<file path="config.mk">
export PLATFORM = sky130hd
export DESIGN_NAME = pwm_regfile_shadow_flat
export DESIGN_NICKNAME = d
export VERILOG_FILES = /design/src/rtl/pwm_regs_pkg.sv /design/src/rtl/pwm_regfile_shadow_if.sv /design/src/rtl/pwm_shadow_reg.sv /design/src/rtl/pwm_regfile_shadow.sv /design/src/flat_wrapper.sv
export SDC_FILE = /design/constraint.sdc
export NUM_CORES = 1
export LEC_CHECK = 0
export ABC_CLOCK_PERIOD_IN_PS = 2400
export CAP_MARGIN = 20
export CORE_ASPECT_RATIO = 0.7
export CORE_MARGIN = 2
export CORE_UTILIZATION = 55
export DETAILED_ROUTE_END_ITERATION = 6
export PLACE_DENSITY = 0.78
export SYNTH_ARGS = -nofsm -noshare
export SYNTH_HDL_FRONTEND = slang
export SYNTH_HIERARCHICAL = 1
export SYNTH_SLANG_ARGS = --single-unit
</file>
<file path="constraint.sdc">
create_clock -name clk -period 2.4 [get_ports clk]
set_input_delay 0.48 -clock clk [delete_from_list [all_inputs] [get_ports clk]]
set_output_delay 0.48 -clock clk [all_outputs]
set_load 0.05 [all_outputs]
</file>
<file path="src/rtl/pwm_regs_pkg.sv">
// pwm_regs_pkg: register map constants, GCTRL/STATUS bit indices and channel address decode for pwm_regfile_shadow
package pwm_regs_pkg;
  localparam int unsigned GCTRL = 0;
  localparam int unsigned PERIOD = 1;
  localparam int unsigned PRESC = 2;
  localparam int unsigned DEADTIME = 3;
  localparam int unsigned STATUS = 4;
  localparam int unsigned IRQ_EN = 5;
  localparam int unsigned CH_BASE = 16;
  localparam int unsigned CH_STRIDE = 2;
  localparam int G_EN = 0;
  localparam int G_MODE = 1;
  localparam int G_DTEN = 2;
  localparam int G_PRE = 3;
  localparam int G_FORCE = 4;
  localparam int S_UPD = 0;
  localparam int S_AERR = 1;
  typedef struct packed {
    logic vld;
    logic dly;
    logic [4:0] ch;
  } ch_info_t;
  function automatic ch_info_t ch_decode(input int unsigned a, input int unsigned nch);
    ch_info_t o;
    o.vld = (a >= CH_BASE) && (a < CH_BASE + CH_STRIDE * nch);
    o.dly = a[0];
    o.ch = 5'((a - CH_BASE) / CH_STRIDE);
    return o;
  endfunction
endpackage

</file>
<file path="src/rtl/pwm_regfile_shadow_if.sv">
// pwm_regfile_shadow_if: host register bus (wr_en/rd_en/addr/wr_data in, rd_data/rd_valid out) with master/slave modports
interface pwm_regfile_shadow_if #(parameter int WIDTH = 16, parameter int ADDR_W = 6);
  logic wr_en;
  logic rd_en;
  logic [ADDR_W-1:0] addr;
  logic [WIDTH-1:0] wr_data;
  logic [WIDTH-1:0] rd_data;
  logic rd_valid;
  modport master(output wr_en, rd_en, addr, wr_data, input rd_data, rd_valid);
  modport slave(input wr_en, rd_en, addr, wr_data, output rd_data, rd_valid);
endinterface

</file>
<file path="src/rtl/pwm_shadow_reg.sv">
// pwm_shadow_reg: preload/active pair; wr writes pre (and act when transparent), load copies the pre-write pre into act
module pwm_shadow_reg #(parameter int WIDTH = 16) (
  input  logic clk,
  input  logic rst,
  input  logic wr,
  input  logic transparent,
  input  logic load,
  input  logic [WIDTH-1:0] wdata,
  output logic [WIDTH-1:0] pre,
  output logic [WIDTH-1:0] act
);
  always_ff @(posedge clk or posedge rst)
    if (rst) begin
      pre <= '0;
      act <= '0;
    end else begin
      if (wr) pre <= wdata;
      if (load) act <= pre;
      else if (wr && transparent) act <= wdata;
    end
endmodule

</file>
<file path="src/rtl/pwm_regfile_shadow.sv">
// pwm_regfile_shadow: PWM register file (clk, rst, bus slave, update_evt in; en/mode/deadtime_en, period/prescaler_div/deadtime_val, duty/delay, irq out)
module pwm_regfile_shadow
  import pwm_regs_pkg::*;
#(
  parameter int WIDTH = 16,
  parameter int NCH = 4,
  parameter int ADDR_W = 6
) (
  input  logic clk,
  input  logic rst,
  pwm_regfile_shadow_if.slave bus,
  input  logic update_evt,
  output logic en,
  output logic mode,
  output logic deadtime_en,
  output logic [WIDTH-1:0] period,
  output logic [WIDTH-1:0] prescaler_div,
  output logic [WIDTH-1:0] deadtime_val,
  output logic [NCH*WIDTH-1:0] duty,
  output logic [NCH*WIDTH-1:0] delay,
  output logic irq
);
  localparam int NS = 3 + 2 * NCH;
  localparam int SW = $clog2(NS);
  int unsigned a;
  ch_info_t ci;
  logic sh_hit, mapped, gctrl_wr, sh_wr, force_upd, upd, pre_en, pending;
  logic [SW-1:0] sh_idx;
  logic [1:0] status, irq_en, st_set, st_clr;
  logic [WIDTH-1:0] rd_mux;
  logic [WIDTH-1:0] pre [NS];
  logic [WIDTH-1:0] act [NS];
  // shadow slots: 0..2 period/presc/deadtime, then duty/delay interleaved per channel
  always_comb begin
    a = 32'(bus.addr);
    ci = ch_decode(a, NCH);
    sh_hit = (a >= PERIOD && a <= DEADTIME) || ci.vld;
    mapped = a <= IRQ_EN || ci.vld;
    sh_idx = ci.vld ? SW'(32'd3 + 32'(ci.ch) * 2 + 32'(ci.dly)) : SW'(a - 1);
    gctrl_wr = bus.wr_en && a == GCTRL;
    sh_wr = bus.wr_en && sh_hit;
    force_upd = gctrl_wr && bus.wr_data[G_FORCE];
    upd = (update_evt && pending) || force_upd;
    st_set = '0;
    st_set[S_UPD] = upd;
    st_set[S_AERR] = (bus.wr_en || bus.rd_en) && !mapped;
    st_clr = (bus.wr_en && a == STATUS) ? bus.wr_data[1:0] : 2'b00;
    rd_mux = a == GCTRL ? WIDTH'({pre_en, deadtime_en, mode, en}) :
             a == STATUS ? WIDTH'(status) :
             a == IRQ_EN ? WIDTH'(irq_en) :
             sh_hit ? pre[sh_idx] : '0;
  end
  always_ff @(posedge clk or posedge rst)
    if (rst) begin
      en <= 1'b0;
      mode <= 1'b0;
      deadtime_en <= 1'b0;
      pre_en <= 1'b0;
      pending <= 1'b0;
      status <= '0;
      irq_en <= '0;
      irq <= 1'b0;
      bus.rd_valid <= 1'b0;
      bus.rd_data <= '0;
    end else begin
      if (gctrl_wr) begin
        en <= bus.wr_data[G_EN];
        mode <= bus.wr_data[G_MODE];
        deadtime_en <= bus.wr_data[G_DTEN];
        pre_en <= bus.wr_data[G_PRE];
      end
      if (bus.wr_en && a == IRQ_EN) irq_en <= bus.wr_data[1:0];
      // a shadow write coinciding with an update re-arms pending for the next boundary
      pending <= (pending && !upd) || (sh_wr && pre_en);
      status <= (status & ~st_clr) | st_set;
      irq <= |(status & irq_en);
      bus.rd_valid <= bus.rd_en;
      if (bus.rd_en) bus.rd_data <= rd_mux;
    end
  for (genvar k = 0; k < NS; k++) begin : g_sh
    pwm_shadow_reg #(.WIDTH(WIDTH)) u_reg (
      .clk(clk),
      .rst(rst),
      .wr(sh_wr && sh_idx == SW'(k)),
      .transparent(!pre_en),
      .load(upd),
      .wdata(bus.wr_data),
      .pre(pre[k]),
      .act(act[k])
    );
  end
  assign period = act[0];
  assign prescaler_div = act[1];
  assign deadtime_val = act[2];
  for (genvar c = 0; c < NCH; c++) begin : g_ch
    assign duty[c*WIDTH +: WIDTH] = act[3+2*c];
    assign delay[c*WIDTH +: WIDTH] = act[4+2*c];
  end
endmodule

</file>
<file path="src/flat_wrapper.sv">
// flat-port wrapper written by rule: the top's interface ports become plain ports
module pwm_regfile_shadow_flat import pwm_regs_pkg::*;
#(
  parameter int WIDTH = 16,
  parameter int NCH = 4,
  parameter int ADDR_W = 6
)
  (clk, rst, update_evt, en, mode, deadtime_en, period, prescaler_div, deadtime_val, duty, delay, irq, bus_wr_en, bus_rd_en, bus_addr, bus_wr_data, bus_rd_data, bus_rd_valid);
  pwm_regfile_shadow_if #(.WIDTH(WIDTH), .ADDR_W(ADDR_W)) bus_i ();
  input  logic clk;
  input  logic rst;
  input  logic update_evt;
  output logic en;
  output logic mode;
  output logic deadtime_en;
  output logic [WIDTH-1:0] period;
  output logic [WIDTH-1:0] prescaler_div;
  output logic [WIDTH-1:0] deadtime_val;
  output logic [NCH*WIDTH-1:0] duty;
  output logic [NCH*WIDTH-1:0] delay;
  output logic irq;
  input wire logic [$bits(bus_i.wr_en)-1:0] bus_wr_en;
  input wire logic [$bits(bus_i.rd_en)-1:0] bus_rd_en;
  input wire logic [$bits(bus_i.addr)-1:0] bus_addr;
  input wire logic [$bits(bus_i.wr_data)-1:0] bus_wr_data;
  output wire logic [$bits(bus_i.rd_data)-1:0] bus_rd_data;
  output wire logic [$bits(bus_i.rd_valid)-1:0] bus_rd_valid;
  assign bus_i.wr_en = bus_wr_en;
  assign bus_i.rd_en = bus_rd_en;
  assign bus_i.addr = bus_addr;
  assign bus_i.wr_data = bus_wr_data;
  assign bus_rd_data = bus_i.rd_data;
  assign bus_rd_valid = bus_i.rd_valid;
  pwm_regfile_shadow #(.WIDTH(WIDTH), .NCH(NCH), .ADDR_W(ADDR_W)) u_core (.clk(clk), .rst(rst), .bus(bus_i), .update_evt(update_evt), .en(en), .mode(mode), .deadtime_en(deadtime_en), .period(period), .prescaler_div(prescaler_div), .deadtime_val(deadtime_val), .duty(duty), .delay(delay), .irq(irq));
endmodule
</file>
# After elaboration in Yosys (flattened, before gate mapping)
# Index checks and enable logic that the tools add are counted.
[totals] ff_bits=379
[op_classes] addsub=4 magnitude_cmp=6 eq_ne=12 mux=31 bitwise=5 n_reduce_logical=55
[op_table] operator="$mux W16" n=28
[op_table] operator="$bmux W16 S4" n=1
[op_table] operator="$logic_and A1 B1 Y1" n=33
[op_table] operator="$reduce_bool A2 Y1" n=11
[op_table] operator="$eq A4 B3 Y1 const B" n=4
[op_table] operator="$eq A4 B4 Y1 const B" n=3
[op_table] operator="$eq A6 B3 Y1 const B" n=2
[op_table] operator="$eq A4 B2 Y1 const B" n=2
[op_table] operator="$sub A4 B1 Y4 const B" n=2
[op_table] operator="$ge A6 B1 Y1 const B" n=1
[op_table] operator="$ge A6 B5 Y1 const B" n=1
[op_table] operator="$le A6 B2 Y1 const B" n=1
[op_table] operator="$le A6 B3 Y1 const B" n=1
[op_table] operator="$logic_not A6 Y1" n=1
[op_table] operator="$lt A6 B5 Y1 const B" n=1
[op_table] operator="$ge A5 B5 Y1 const B" n=1
[op_table] operator="$logic_or A1 B1 Y1" n=5
[op_table] operator="$not A4 Y5" n=1
[op_table] operator="$add A2 B4 Y4 const A" n=1
[op_table] operator="$add A4 B1 Y4" n=1
[op_table] operator="$and A2 B2 Y2" n=2
[op_table] operator="$eq A4 B1 Y1 const B" n=1
[op_table] operator="$logic_not A4 Y1" n=1
[op_table] operator="$mux W4" n=1
[op_table] operator="5 further kinds" n=7

# Depth between registers and ports, before layout
[depth] word_depth=12 ltp_mapped=15 ltp_nobuf=10

# Hierarchy
# The synthesis kept the hierarchy.
[modules_own_cells] module="pwm_shadow_reg" instances=11 cells_each=126 area_per_inst_um2=1544.0 seq_area_each_um2=800.8
[modules_own_cells] module="pwm_regfile_shadow" instances=1 cells_each=334 area_per_inst_um2=2957.8 seq_area_each_um2=675.6

# Worst setup path after synthesis
# No wires, ideal clock.
[synth_timing] path_type="input -> register" startpoint="input port bus_addr[0]" endpoint="register u_core.g_sh[0].u_reg.act[4]" setup_ns=0.146 arrival_ns=3.372 required_ns=2.254 slack_ns=-1.118 cell_stages=15 n_path_buf=6 cell_sequence="buf_4 -> buf_2 -> inv_1 -> clkbuf_1 -> ha_1 -> buf_4 -> nor3b_2 -> nand3b_1 -> inv_2 -> a22oi_1 -> inv_1 -> buf_4 -> buf_2 -> nand4b_1 -> o311ai_0"
[synth_lines] item="start, declared" line="flat_wrapper.sv:24" source="input wire logic [$bits(bus_i.addr)-1:0] bus_addr;"
[synth_lines] item="$logic_not A6 Y1 *" line="pwm_regfile_shadow.sv:40" source="gctrl_wr = bus.wr_en && a == GCTRL;"
[synth_lines] item="$logic_and A1 B1 Y1 *" line="pwm_regfile_shadow.sv:40"
[synth_lines] item="$logic_and A1 B1 Y1 *" line="pwm_regfile_shadow.sv:42" source="force_upd = gctrl_wr && bus.wr_data[G_FORCE];"
[synth_lines] item="$logic_or A1 B1 Y1 *" line="pwm_regfile_shadow.sv:43" source="upd = (update_evt && pending) || force_upd;"
[synth_lines] item="via u_core.upd" line="pwm_regfile_shadow.sv:27" source="logic sh_hit, mapped, gctrl_wr, sh_wr, force_upd, upd, pre_en, pending;"
[synth_lines] item="$mux W16 / $reduce_bool A2 Y1 (equally long branches)"
[synth_lines] item="end signal, assigned" line="pwm_shadow_reg.sv:18" source="if (load) act <= pre;"
[synth_lines] item="end signal, assigned" line="pwm_shadow_reg.sv:19" source="else if (wr && transparent) act <= wdata;"
[synth_lines] item="end, declared" line="pwm_shadow_reg.sv:10" source="output logic [WIDTH-1:0] act"
# Mark *: on every way through the listed nets, which the timed path passes. The rest lies on a longest branch.
# A chain may end at the register's enable or synchronous reset.

# Final worst setup path
[layout_timing] startpoint="input port bus_addr[2]" endpoint="register u_core.g_sh[0].u_reg.act[4]"
# Same word-level chain as after synthesis.

==> results.yml <==
run_status:
  status: "complete, no violations"
floorplanning:
  start_util_pct: 55.63
  fp-row-count: 58
  core_um2: 35850
  die-height_um: 163.3
  io_pins: 224
  die_w_um: 231.6
  dieArea_um2: 37820
setup_path:
  ff2ff_setup_slack_ns: 0.64
  slowest_stage: "clkdlybuf4s50_1"
  critPathRequiredTime_ns: 2.81
  worstSetupPathType: "in -> reg"
  ff2ff_path_depth: 5
  crit_chain: "clkdlybuf4s50_1, buf_4, buf_4, nand3b_1, inv_2, a22oi_2, buf_12, bufinv_16, buf_12, o311ai_1"
  startpoint_type: "input pin"
  critPathMaxStageDelay_ns: 0.46
  crit_arrival_ns: 2.73
  reg2reg_to: "u_core/g_sh[5].u_reg/act[4]"
  end_kind: "flip-flop"
  rr_startpoint: "u_core/pre_en"
  path_max_fanout: 31
clock_tree:
  clk_path_buf_depth: 3
  hold_buffers: 0
  insertion_delay_ns: 0.54
  cts_sinks: 379
  numCtsBuffers: 38
  cts_tree: "done"
  cts-root-buf: "clkbuf_16"
  clkSlewWorstSetupHoldPaths_ns: 0.06
  htree_levels: 2
layout:
  layout-drive-gt1-share_pct: 29.20
  regArea_um2: 9484
  final_nets: 2031
  multiInputGateArea_um2: 9029
  diodes: 0
  final_core_util_pct: 70.65
  syn_to_final_growth_pct: 27.00
  nFillCells: 2470
timing:
  setup_viol: 0
  drv_slew: 0
  timing.slew.headroom_pct: 60.90
  fin_crit_sh_pct: 96.61
  post-route-min-period_ns: 2.319
  skew_ns: 0.01441
  fin_hold_ws_ns: 0.5182
  tightest_slew_ns: 0.5847
  max_clock_freq_mhz: 431.3
  fin_tns_setup_ns: 0
  rsz0062_at_grt: "false"
  hold_viol: 0
synth:
  synth_edf_count: 0
  syn_area_per_cell_um2: 11.59
  synth_area_um2: 19940
  synth_fp_nets: 1752
  async_flop_share_pct: 100.0
  synth.yosys.seq_area_share_pct: 47.56
  ys_types: 50
  syn_inst: 1720
  yosys_warnings: 6
  ys_ff_latch: 379
  synthFlopType: "dfrtp_1"
route:
  routed_via_density: 6.423
  wl_per_cell_um: 26.15
  dr_total_vias: 16084
  antenna_left: 0
  first_iter_violations: 2098
  first_pass_iters: 6
  totalWireLength_um: 65490
  drcViolationCount: 0
power:
  power_frac_clock_pct: 27.6
  p_comb_share_pct: 34.5
  intPower_mw: 13.84
  p_sw_mw: 8.187
  power.density_nw_per_um2: 869.9
  finalPower_mw: 22.03
  power_leakage_nw: 10.54
  swShare_pct: 37.16
  ir_worst_vdd_mv: 0.5700
  p_seq_share_pct: 37.9
job:
  cap_violations: 0
place:
  port_buffers: 223
  routabilityCongestion: 0.8905
  dp_hpwl_um: 43310
global_routing:
  grt_pass1_wl_um: 98440
  antenna_found_initial: 0
  track_usage_pct: 34.48
  grt_start_max_net_pins: 48
  overflow: 0
  first_global_vias: 15877
worst_hold_path:
  hp-class: "in -> async"
==> metal layers <==
metal	vias to the layer above	global-route usage (%)	routed length, um
met2	977	50.88	28670
met3	145	8.502	7589
met4	0	11.89	2268
li1	6787	-	-
met1	8175	49.85	26960
met5	-	0	0
==> how the worst max path moves through the flow <==
stage / startpoint / to / slack, ns / cells after the start
detailed placement: bus_addr[1] / u_core/g_sh[0].u_reg/pre[8] / -0.79 / 12
global route: bus_addr[2] / u_core/g_sh[6].u_reg/pre[10] / 0.006 / 9
floorplan: bus_addr[0] / u_core/g_sh[4].u_reg/pre[10] / -0.44 / 14
CTS: bus_addr[4] / u_core/g_sh[3].u_reg/act[6] / 0.007 / 12
finish: bus_addr[2] / u_core/g_sh[0].u_reg/act[4] / 0.08 / 10
global placement: bus_addr[1] / u_core/g_sh[0].u_reg/pre[5] / -0.77 / 12
==> Yosys cell counts, types with 3 or more instances <==
cell type / n / area share [%]
mux2_2: 178 / 10
mux2i_1: 18 / 0.90
dfrtp_1: 379 / 48
nand4b_1: 176 / 7.7
nor2_1: 13 / 0.24
o21ai_0: 19 / 0.48
o311ai_0: 66 / 2.9
and2_4: 11 / 0.48
buf_6: 24 / 1.4
o22ai_1: 12 / 0.38
nor3_1: 3 / 0.075
and2_1: 9 / 0.28
mux4_2: 30 / 3.4
inv_1: 204 / 3.8
buf_2: 64 / 1.6
nand4_1: 4 / 0.13
o311ai_2: 110 / 9.0
a21oi_1: 18 / 0.45
buf_4: 31 / 1.2
a31oi_1: 19 / 0.60
nand2_1: 251 / 4.7
clkbuf_2: 11 / 0.28
clkbuf_1: 32 / 0.60
ha_1: 5 / 0.31
==> repair_timing <==
action,4_1_cts,5_1_grt
gates cloned,1,3
buffers inserted,0,1
gates resized for setup,11,7
pin swaps,1,2
endpoints found under the setup margin,334,258
==> power by group through the flow <==
| stage | registers (mW) | logic [mW] | clock network (mW) |
|---|---|---|---|
| 6_report | 8.35 | 7.60 | 6.08 |
| 5_1_grt | 8.42 | 7.95 | 6.38 |
| 4_1_cts | 8.31 | 7.49 | 6.13 |
| 3_5_place_dp | 8.39 | 7.43 | 0 |
| 3_3_place_gp | 8.38 | 7.27 | 0 |
| 2_1_floorplan | 10.1 | 3.35 | 0 |
==> flip-flops by register name, summed over array words and instances (netlist names), 2 cells and up <==
name and count:
u_core/bus.rd_data 16, u_core/g_sh.u_reg/act 176, u_core/status 2, u_core/g_sh.u_reg/pre 176, u_core/irq_en 2
==> kinds of logic after synthesis <==
family,count (synthesis),share of synthesized area (%)
buf+inv,367,8.866
fa+ha+maj,5,0.3137
xor+xnor,3,0.3200
simple gates,483,14.29
flops,379,47.56
compound gates,257,14.31
mux,226,14.34
==> critical path: cells and delay by family <==
family / cells / cell delay [ns]
and+or+nand+nor: 1 / 0.16
AOI/OAI and AO/OA: 2 / 0.58
buffers and inverters: 7 / 1.48
==> stage by stage <==
| step | area, um2 | std cells | worst slack, ns |
|---|---|---|---|
| after floorplan | 20800 | 1720 | -0.4390 |
| after global placement | 23960 | 2434 | -0.7672 |
| after detailed placement | 23960 | 2434 | -0.7892 |
| after CTS | 25260 | 2500 | 0.007101 |
| after global routing | 25330 | 2504 | 0.005991 |
| final | 25330 | 2504 | 0.08124 |
==> layout make-up <==
class	count	share of cell area (%)
Clock buffer	51	4.278
Tap cell	480	2.371
Sequential cell	379	37.45
Inverter	205	3.182
Multi-Input combinational cell	975	35.65
Clock inverter	14	0.6274
Timing Repair inverter	2	0.06916
Timing Repair Buffer	398	16.38
==> cells in the final DEF (no fill, tap or decap), types with 7 or more instances in the layout <==
master	count
a21oi_1	18
a31oi_1	19
and2_4	12
buf_12	46
buf_4	127
clkbuf_1	8
clkbuf_16	41
clkdlybuf4s50_1	218
dfrtp_1	379
inv_1	200
mux2_2	116
mux2_4	62
mux2i_1	18
mux4_2	30
nand2_1	250
nand4b_1	176
nor2_1	12
o21ai_0	19
o22ai_1	12
o311ai_0	7
o311ai_1	58
o311ai_2	111
Power figures use the tool's default switching activity.
